==> src/rtl/mac_simd_ctrl_pkg.sv <==
// Shared widths, bounds and state type for the packed two-lane MAC controller.
package mac_simd_ctrl_pkg;

  localparam int OPND_W     = 8;
  localparam int LANE_W     = 18;
  localparam int LANE_SHIFT = 18;
  localparam int ACC_W      = 24;
  localparam int MAC_AD_W   = 27;
  localparam int MAC_B_W    = 18;
  localparam int MAC_P_W    = 48;

  localparam int K_LEN_MIN   = 1;
  localparam int K_LEN_MAX   = 256;
  localparam int MAC_LAT_MIN = 1;
  localparam int MAC_LAT_MAX = 8;

  localparam int CNT_W = $clog2(K_LEN_MAX);

  typedef enum logic {
    IDLE,
    ISSUE
  } issue_state_e;

endpackage

==> src/rtl/mac_simd_unpack.sv <==
// Splits the packed DSP product into its two signed lanes; the low lane's sign
// borrows one from the high lane, so it is added back here.
module mac_simd_unpack
  import mac_simd_ctrl_pkg::*;
(
  input  logic        [MAC_P_W-1:0] p,
  output logic signed [LANE_W-1:0]  hi,
  output logic signed [LANE_W-1:0]  lo
);

  logic unused_p_top;

  assign lo = p[LANE_W-1:0];
  assign hi = p[LANE_SHIFT+LANE_W-1:LANE_SHIFT] + {{(LANE_W-1){1'b0}}, p[LANE_W-1]};

  assign unused_p_top = ^p[MAC_P_W-1:LANE_SHIFT+LANE_W];

endmodule

==> src/rtl/mac_simd_ctrl.sv <==
// Drives one DSP as two 8x8 MAC lanes: packs weights into A/D, tracks beats
// through the DSP pipeline with tags and accumulates K_LEN-beat dot products.
module mac_simd_ctrl
  import mac_simd_ctrl_pkg::*;
#(
  parameter int K_LEN   = 9,
  parameter int MAC_LAT = 3
) (
  input  logic                 apClk,
  input  logic                 apRst,
  input  logic                 in_valid,
  output logic                 in_ready,
  input  logic [OPND_W-1:0]    in_act,
  input  logic [OPND_W-1:0]    in_w0,
  input  logic [OPND_W-1:0]    in_w1,
  output logic [MAC_AD_W-1:0]  mac_a,
  output logic [MAC_AD_W-1:0]  mac_d,
  output logic [MAC_B_W-1:0]   mac_b,
  output logic                 mac_ce,
  output logic                 mac_start,
  input  logic [MAC_P_W-1:0]   mac_p,
  output logic                 out_valid,
  input  logic                 out_ready,
  output logic [ACC_W-1:0]     out_r0,
  output logic [ACC_W-1:0]     out_r1
);

  logic                     stall;
  logic                     accept;
  logic                     last_beat;
  logic                     exit_valid;
  logic                     exit_last;
  issue_state_e             state;
  logic [CNT_W-1:0]         beat_cnt;
  logic [MAC_LAT-1:0]       tag_valid;
  logic [MAC_LAT-1:0]       tag_last;
  logic signed [LANE_W-1:0] lane_hi;
  logic signed [LANE_W-1:0] lane_lo;
  logic signed [ACC_W-1:0]  hi_ext;
  logic signed [ACC_W-1:0]  lo_ext;
  logic signed [ACC_W-1:0]  acc0;
  logic signed [ACC_W-1:0]  acc1;

  assign stall     = out_valid & ~out_ready;
  assign mac_ce    = ~stall;
  assign in_ready  = ~stall & ~apRst;
  assign accept    = in_valid & in_ready;
  assign last_beat = accept & (beat_cnt == CNT_W'(K_LEN - 1));
  assign mac_start = (state == ISSUE) | accept | (|tag_valid);

  // Operands are zeroed when idle so the DSP never sees stale data.
  assign mac_a = accept ? {{(MAC_AD_W-OPND_W-LANE_SHIFT){in_w0[OPND_W-1]}}, in_w0, {LANE_SHIFT{1'b0}}} : '0;
  assign mac_d = accept ? {{(MAC_AD_W-OPND_W){in_w1[OPND_W-1]}}, in_w1} : '0;
  assign mac_b = accept ? {{(MAC_B_W-OPND_W){in_act[OPND_W-1]}}, in_act} : '0;

  always_ff @(posedge apClk or posedge apRst) begin
    if (apRst) begin
      state    <= IDLE;
      beat_cnt <= '0;
    end else if (accept) begin
      if (last_beat) begin
        state    <= IDLE;
        beat_cnt <= '0;
      end else begin
        state    <= ISSUE;
        beat_cnt <= beat_cnt + 1'b1;
      end
    end
  end

  mac_simd_unpack u_unpack (
    .p  (mac_p),
    .hi (lane_hi),
    .lo (lane_lo)
  );

  assign hi_ext     = {{(ACC_W-LANE_W){lane_hi[LANE_W-1]}}, lane_hi};
  assign lo_ext     = {{(ACC_W-LANE_W){lane_lo[LANE_W-1]}}, lane_lo};
  assign exit_valid = tag_valid[MAC_LAT-1];
  assign exit_last  = tag_last[MAC_LAT-1];

  // Tags mirror the DSP pipeline, so everything here freezes with mac_ce.
  always_ff @(posedge apClk or posedge apRst) begin
    if (apRst) begin
      tag_valid <= '0;
      tag_last  <= '0;
      acc0      <= '0;
      acc1      <= '0;
      out_valid <= 1'b0;
      out_r0    <= '0;
      out_r1    <= '0;
    end else begin
      if (mac_ce) begin
        tag_valid[0] <= accept;
        tag_last[0]  <= last_beat;
        for (int i = 1; i < MAC_LAT; i++) begin
          tag_valid[i] <= tag_valid[i-1];
          tag_last[i]  <= tag_last[i-1];
        end
        if (exit_valid) begin
          if (exit_last) begin
            out_r0 <= acc0 + hi_ext;
            out_r1 <= acc1 + lo_ext;
            acc0   <= '0;
            acc1   <= '0;
          end else begin
            acc0 <= acc0 + hi_ext;
            acc1 <= acc1 + lo_ext;
          end
        end
      end
      if (mac_ce && exit_valid && exit_last) begin
        out_valid <= 1'b1;
      end else if (out_ready) begin
        out_valid <= 1'b0;
      end
    end
  end

endmodule

==> config.mk <==
export PLATFORM = sky130hd
export DESIGN_NAME = mac_simd_ctrl
export DESIGN_NICKNAME = d
export VERILOG_FILES = /design/src/rtl/mac_simd_ctrl_pkg.sv /design/src/rtl/mac_simd_unpack.sv /design/src/rtl/mac_simd_ctrl.sv
export SDC_FILE = /design/constraint.sdc
export NUM_CORES = 1
export LEC_CHECK = 0
export ABC_AREA = 1
export CAP_MARGIN = 20
export CORE_AREA = 2 2 220 136
export CTS_BUF_LIST = sky130_fd_sc_hd__clkbuf_2 sky130_fd_sc_hd__clkbuf_4 sky130_fd_sc_hd__clkbuf_8
export DETAILED_ROUTE_END_ITERATION = 8
export DIE_AREA = 0 0 222 138
export GPL_TIMING_DRIVEN = 0
export MAX_ROUTING_LAYER = met4
export PLACE_DENSITY = 0.62
export SLEW_MARGIN = 20
export SYNTH_ARGS = -nofsm -noshare
export SYNTH_HDL_FRONTEND = slang
export SYNTH_SLANG_ARGS = --single-unit
==> constraint.sdc <==
create_clock -name apClk -period 7.5 [get_ports apClk]
set_clock_uncertainty 0.05 [all_clocks]
set_input_delay 0.75 -clock apClk [delete_from_list [all_inputs] [get_ports apClk]]
set_output_delay 0.75 -clock apClk [all_outputs]
set_load 0.005 [all_outputs]
==> impl_results.md <==
- IO Count: 200
- Gpl congestion: 0.9307
- M3 GR Usage: 0.03847
- Unrepaired setup endpoints after global routing: no
- Yosys reg bits: 112
- Post-CTS Repair Setup Buffers: 0
- # Max-Cap Violations: 0
- Row count: 49
- WHS Path Cells: 2
- Worst-Skew Late Latency: 0.40 ns
- Largest family of logic cells by synthesized area: simple AND/OR/NAND/NOR gates
- Post-synthesis simple-gate area fraction: 0.3355
- Die ar.: 30640 um2
- Synth warn: 0
- Nets: 1464
- First-pass GRT wire length: 40150 um
- IO Port Bufs: 169
- Fin Hold WS: 0.4428 ns
- Worst hold path class: reg2reg
- Max Freq: 0.2347 GHz
- Top Usage Layer GRT: met1
- Setup Total Neg Slack: 0 ns
- Initial antenna violation count: 0
- Reg-to-Reg Start: acc1[0]$_DFFE_PP0P_
- Worst Path Max Fanout: 8
- DRT antenna net count: 0
- Post-Synth Adder-Cell Area: 0.08453
- Avg WL per Cell: 14.86 um
- Final Cycle Share: 0.5681
- Critical Path Start: mac_p[17]
- Fraction of synthesized area in multiplexers: 0
- First DRT Iteration DRCs: 701
- Worst r2r dst: out_r1[18]$_DFFE_PP0P_
- Worst r2r path cells: 12
- Starting Density: 0.2817
- Synth Area in Compound Gates: 0.07887
- Slew Limit Fails: 0
- Clock root buffer: clkbuf_8
- Clock buffer count from CTS: 9
- Vias: 7770
- Grt met1 use: 0.2749
- Vias in the first global route: 7204
- Post-synth ARST share: 1.000
- Fillers: 3076
- Endpoint class of the critical path: register
- Core area: 29000 um2
- H-tree Lvls: 3
- Synth Instances: 1136
- # clock sinks: 112
- Number of flops mapped to enable cells by yosys: 0
- Reg clk slew, reported paths: 0.11 ns
- GRT met2 Usage: 0.2203
- Syn_area_per_cell: 7.192 um2
- Vias/cell: 4.515
- Critical path arrival: 4.56 ns
- Cell area after technology mapping: 8170 um2
- Pwr/cell area: 327.9 nW/um2
- Top_reg_cell synth: dfrtp_1
- CTS tree: built
- Die extent in y: 138 um
- Overflow after GRT: 0
- Tightest Pin Transition: 0.7259 ns
- Yosys cell types: 39
- Final hold violation count: 0
- Dpl hpwl: 20710 um
- Setup-violating endpoint count in the final report: 0
- P_leak: 5.327 nW
- PostCTS Resize Cnt: 0
- Critical Path Start Type: primary input
- Synth Area in XOR/XNOR: 0.04288
- Worst slew margin: 0.5156
- Area Overhead vs Synth: 30.37%
- Final min period: 4.261 ns
- Final non-filler cell total: 1721
- Worst setup path end: acc0[13]$_DFFE_PP0P_
- Final WL: 25570 um
- Post-synthesis sequential area ratio: 0.3430
- First drt pass iteration count: 5
- DIE WIDTH: 222 um
- Multi-input gate area: 4497 um2
- CP Data Required Time: 7.80 ns
- Crit Path Class: in2reg
- Peak VDD IR: 0.1115 mV
- Pwr Total: 3.492 mW
- Area occupied by registers: 2803 um2
- Flop-to-flop setup slack: 5.19 ns
- Share of layout cells above drive strength 1: 0.1008
- Status: completed
- Cells after DPL: 1705
- Clock tree buffer depth: 2
- ANT cells: 0
- Largest net degree at the start of global routing: 73
- All-layer global routing usage: 0.1728
- Drt drc: 0
- Core Util, Final: 0.3673
- Hold buffers post-CTS: 0
## area by class of cell
cell class,instances,share of cell area
flip-flops and latches,112,0.2631
clock buffers,11,0.01421
repair buffers,170,0.1614
plain buffers,70,0.04511
well taps,382,0.04487
multi-input cells,850,0.4222
clock inverters,5,0.005756
inverters,121,0.04335
## flip-flops by register name, summed over array words and instances, names as in the netlist
signal / cells
tag_last: 3
tag_valid: 3
acc0: 24
out_r1: 24
state: 1
out_r0: 24
acc1: 24
beat_cnt: 8
out_valid: 1
## layer usage
metal	vias up	part of all wire	routed length [um]
met5	-	0	0
li1	3951	-	-
met4	0	0.0065	166
met2	253	0.38	9655
met1	3552	0.54	13870
met3	14	0.073	1874
## how the worst min path moves through the flow
stage                                    endpoint  slack [ns]               startpoint
after detailed placement    out_r1[0]$_DFFE_PP0P_        0.42    out_r1[0]$_DFFE_PP0P_
after global routing      beat_cnt[7]$_DFFE_PP0P_        0.46  beat_cnt[7]$_DFFE_PP0P_
final                      out_r0[18]$_DFFE_PP0P_        0.44   out_r0[18]$_DFFE_PP0P_
after floorplan           tag_last[1]$_DFFE_PP0N_        0.39  tag_last[1]$_DFFE_PP0N_
after global placement    tag_last[1]$_DFFE_PP0N_        0.41  tag_last[1]$_DFFE_PP0N_
after CTS                 beat_cnt[7]$_DFFE_PP0P_        0.45  beat_cnt[7]$_DFFE_PP0P_
## cells in the final DEF, fill, tap and decap left out, drive strengths merged, types with 8 or more instances in the layout
cell type and count:
a21oi 52, buf 69, clkbuf 13, clkdlybuf4s50 169
conb 18, dfrtp 112, ha 52, inv 123
nand2 391, nand3 86, nand3b 8, nand4 16
nor2 85, nor3 14, o21ai 52, o21bai 8
or2 11, xnor2 28, xor2 12
## logic make-up after synthesis
logic type	Yosys count
fa+ha+maj	54
flops	112
xor+xnor	40
compound gates	117
simple gates	621
other cells	1
buf+inv	191
## synth_stat cells (4+ instances only)
cell / number / area share
nand2_1: 377 / 0.17
dfrtp_1: 112 / 0.34
inv_1: 112 / 0.051
nand3_1: 83 / 0.051
nor2_1: 76 / 0.035
ha_1: 52 / 0.080
buf_4: 51 / 0.047
a21oi_1: 49 / 0.030
xnor2_1: 28 / 0.030
o21ai_1: 27 / 0.017
o21ai_0: 25 / 0.015
nand4_1: 16 / 0.012
buf_2: 15 / 0.0092
nand2_2: 13 / 0.010
xor2_1: 12 / 0.013
or2_1: 9 / 0.0069
inv_2: 8 / 0.0037
nand3b_1: 8 / 0.0074
nor3_1: 8 / 0.0049
o21bai_1: 7 / 0.0064
nor3_2: 6 / 0.0074
and2_1: 5 / 0.0038
nor2_4: 5 / 0.0069
a22o_1: 4 / 0.0043
nor2_2: 4 / 0.0031
## metrics by stage
stage / setup WS (ns) / cell area (um2)
2_1_floorplan: 3.741 / 8234
3_3_place_gp: 1.820 / 10400
3_5_place_dp: 2.927 / 10440
4_1_cts: 3.082 / 10650
5_1_grt: 3.022 / 10650
6_report: 3.239 / 10650
## worst max-delay path, stage by stage
cell and delay [ns]:
clkdlybuf4s50_1 0.76, ha_1 0.37, ha_1 0.28, nand2_1 0.11
nor3_2 0.16, nand2_2 0.14, nor3_2 0.15, xnor2_1 0.14
inv_1 0.06, ha_1 0.37, nand2_1 0.15, inv_1 0.08
nand2_1 0.11, or2_1 0.24, nand3_1 0.08, xor2_1 0.42
nand2_1 0.11, nand2_1 0.08
## power by group
group          switching, mW  internal (mW)  total [mW]  leakage (nW)
Clock                  0.229          0.176       0.405         0.110
Combinational           1.20          0.852        2.05          3.86
Sequential             0.176          0.863        1.04          1.36
Total                   1.60           1.89        3.49          5.33
(Power assumes the default switching activity.)
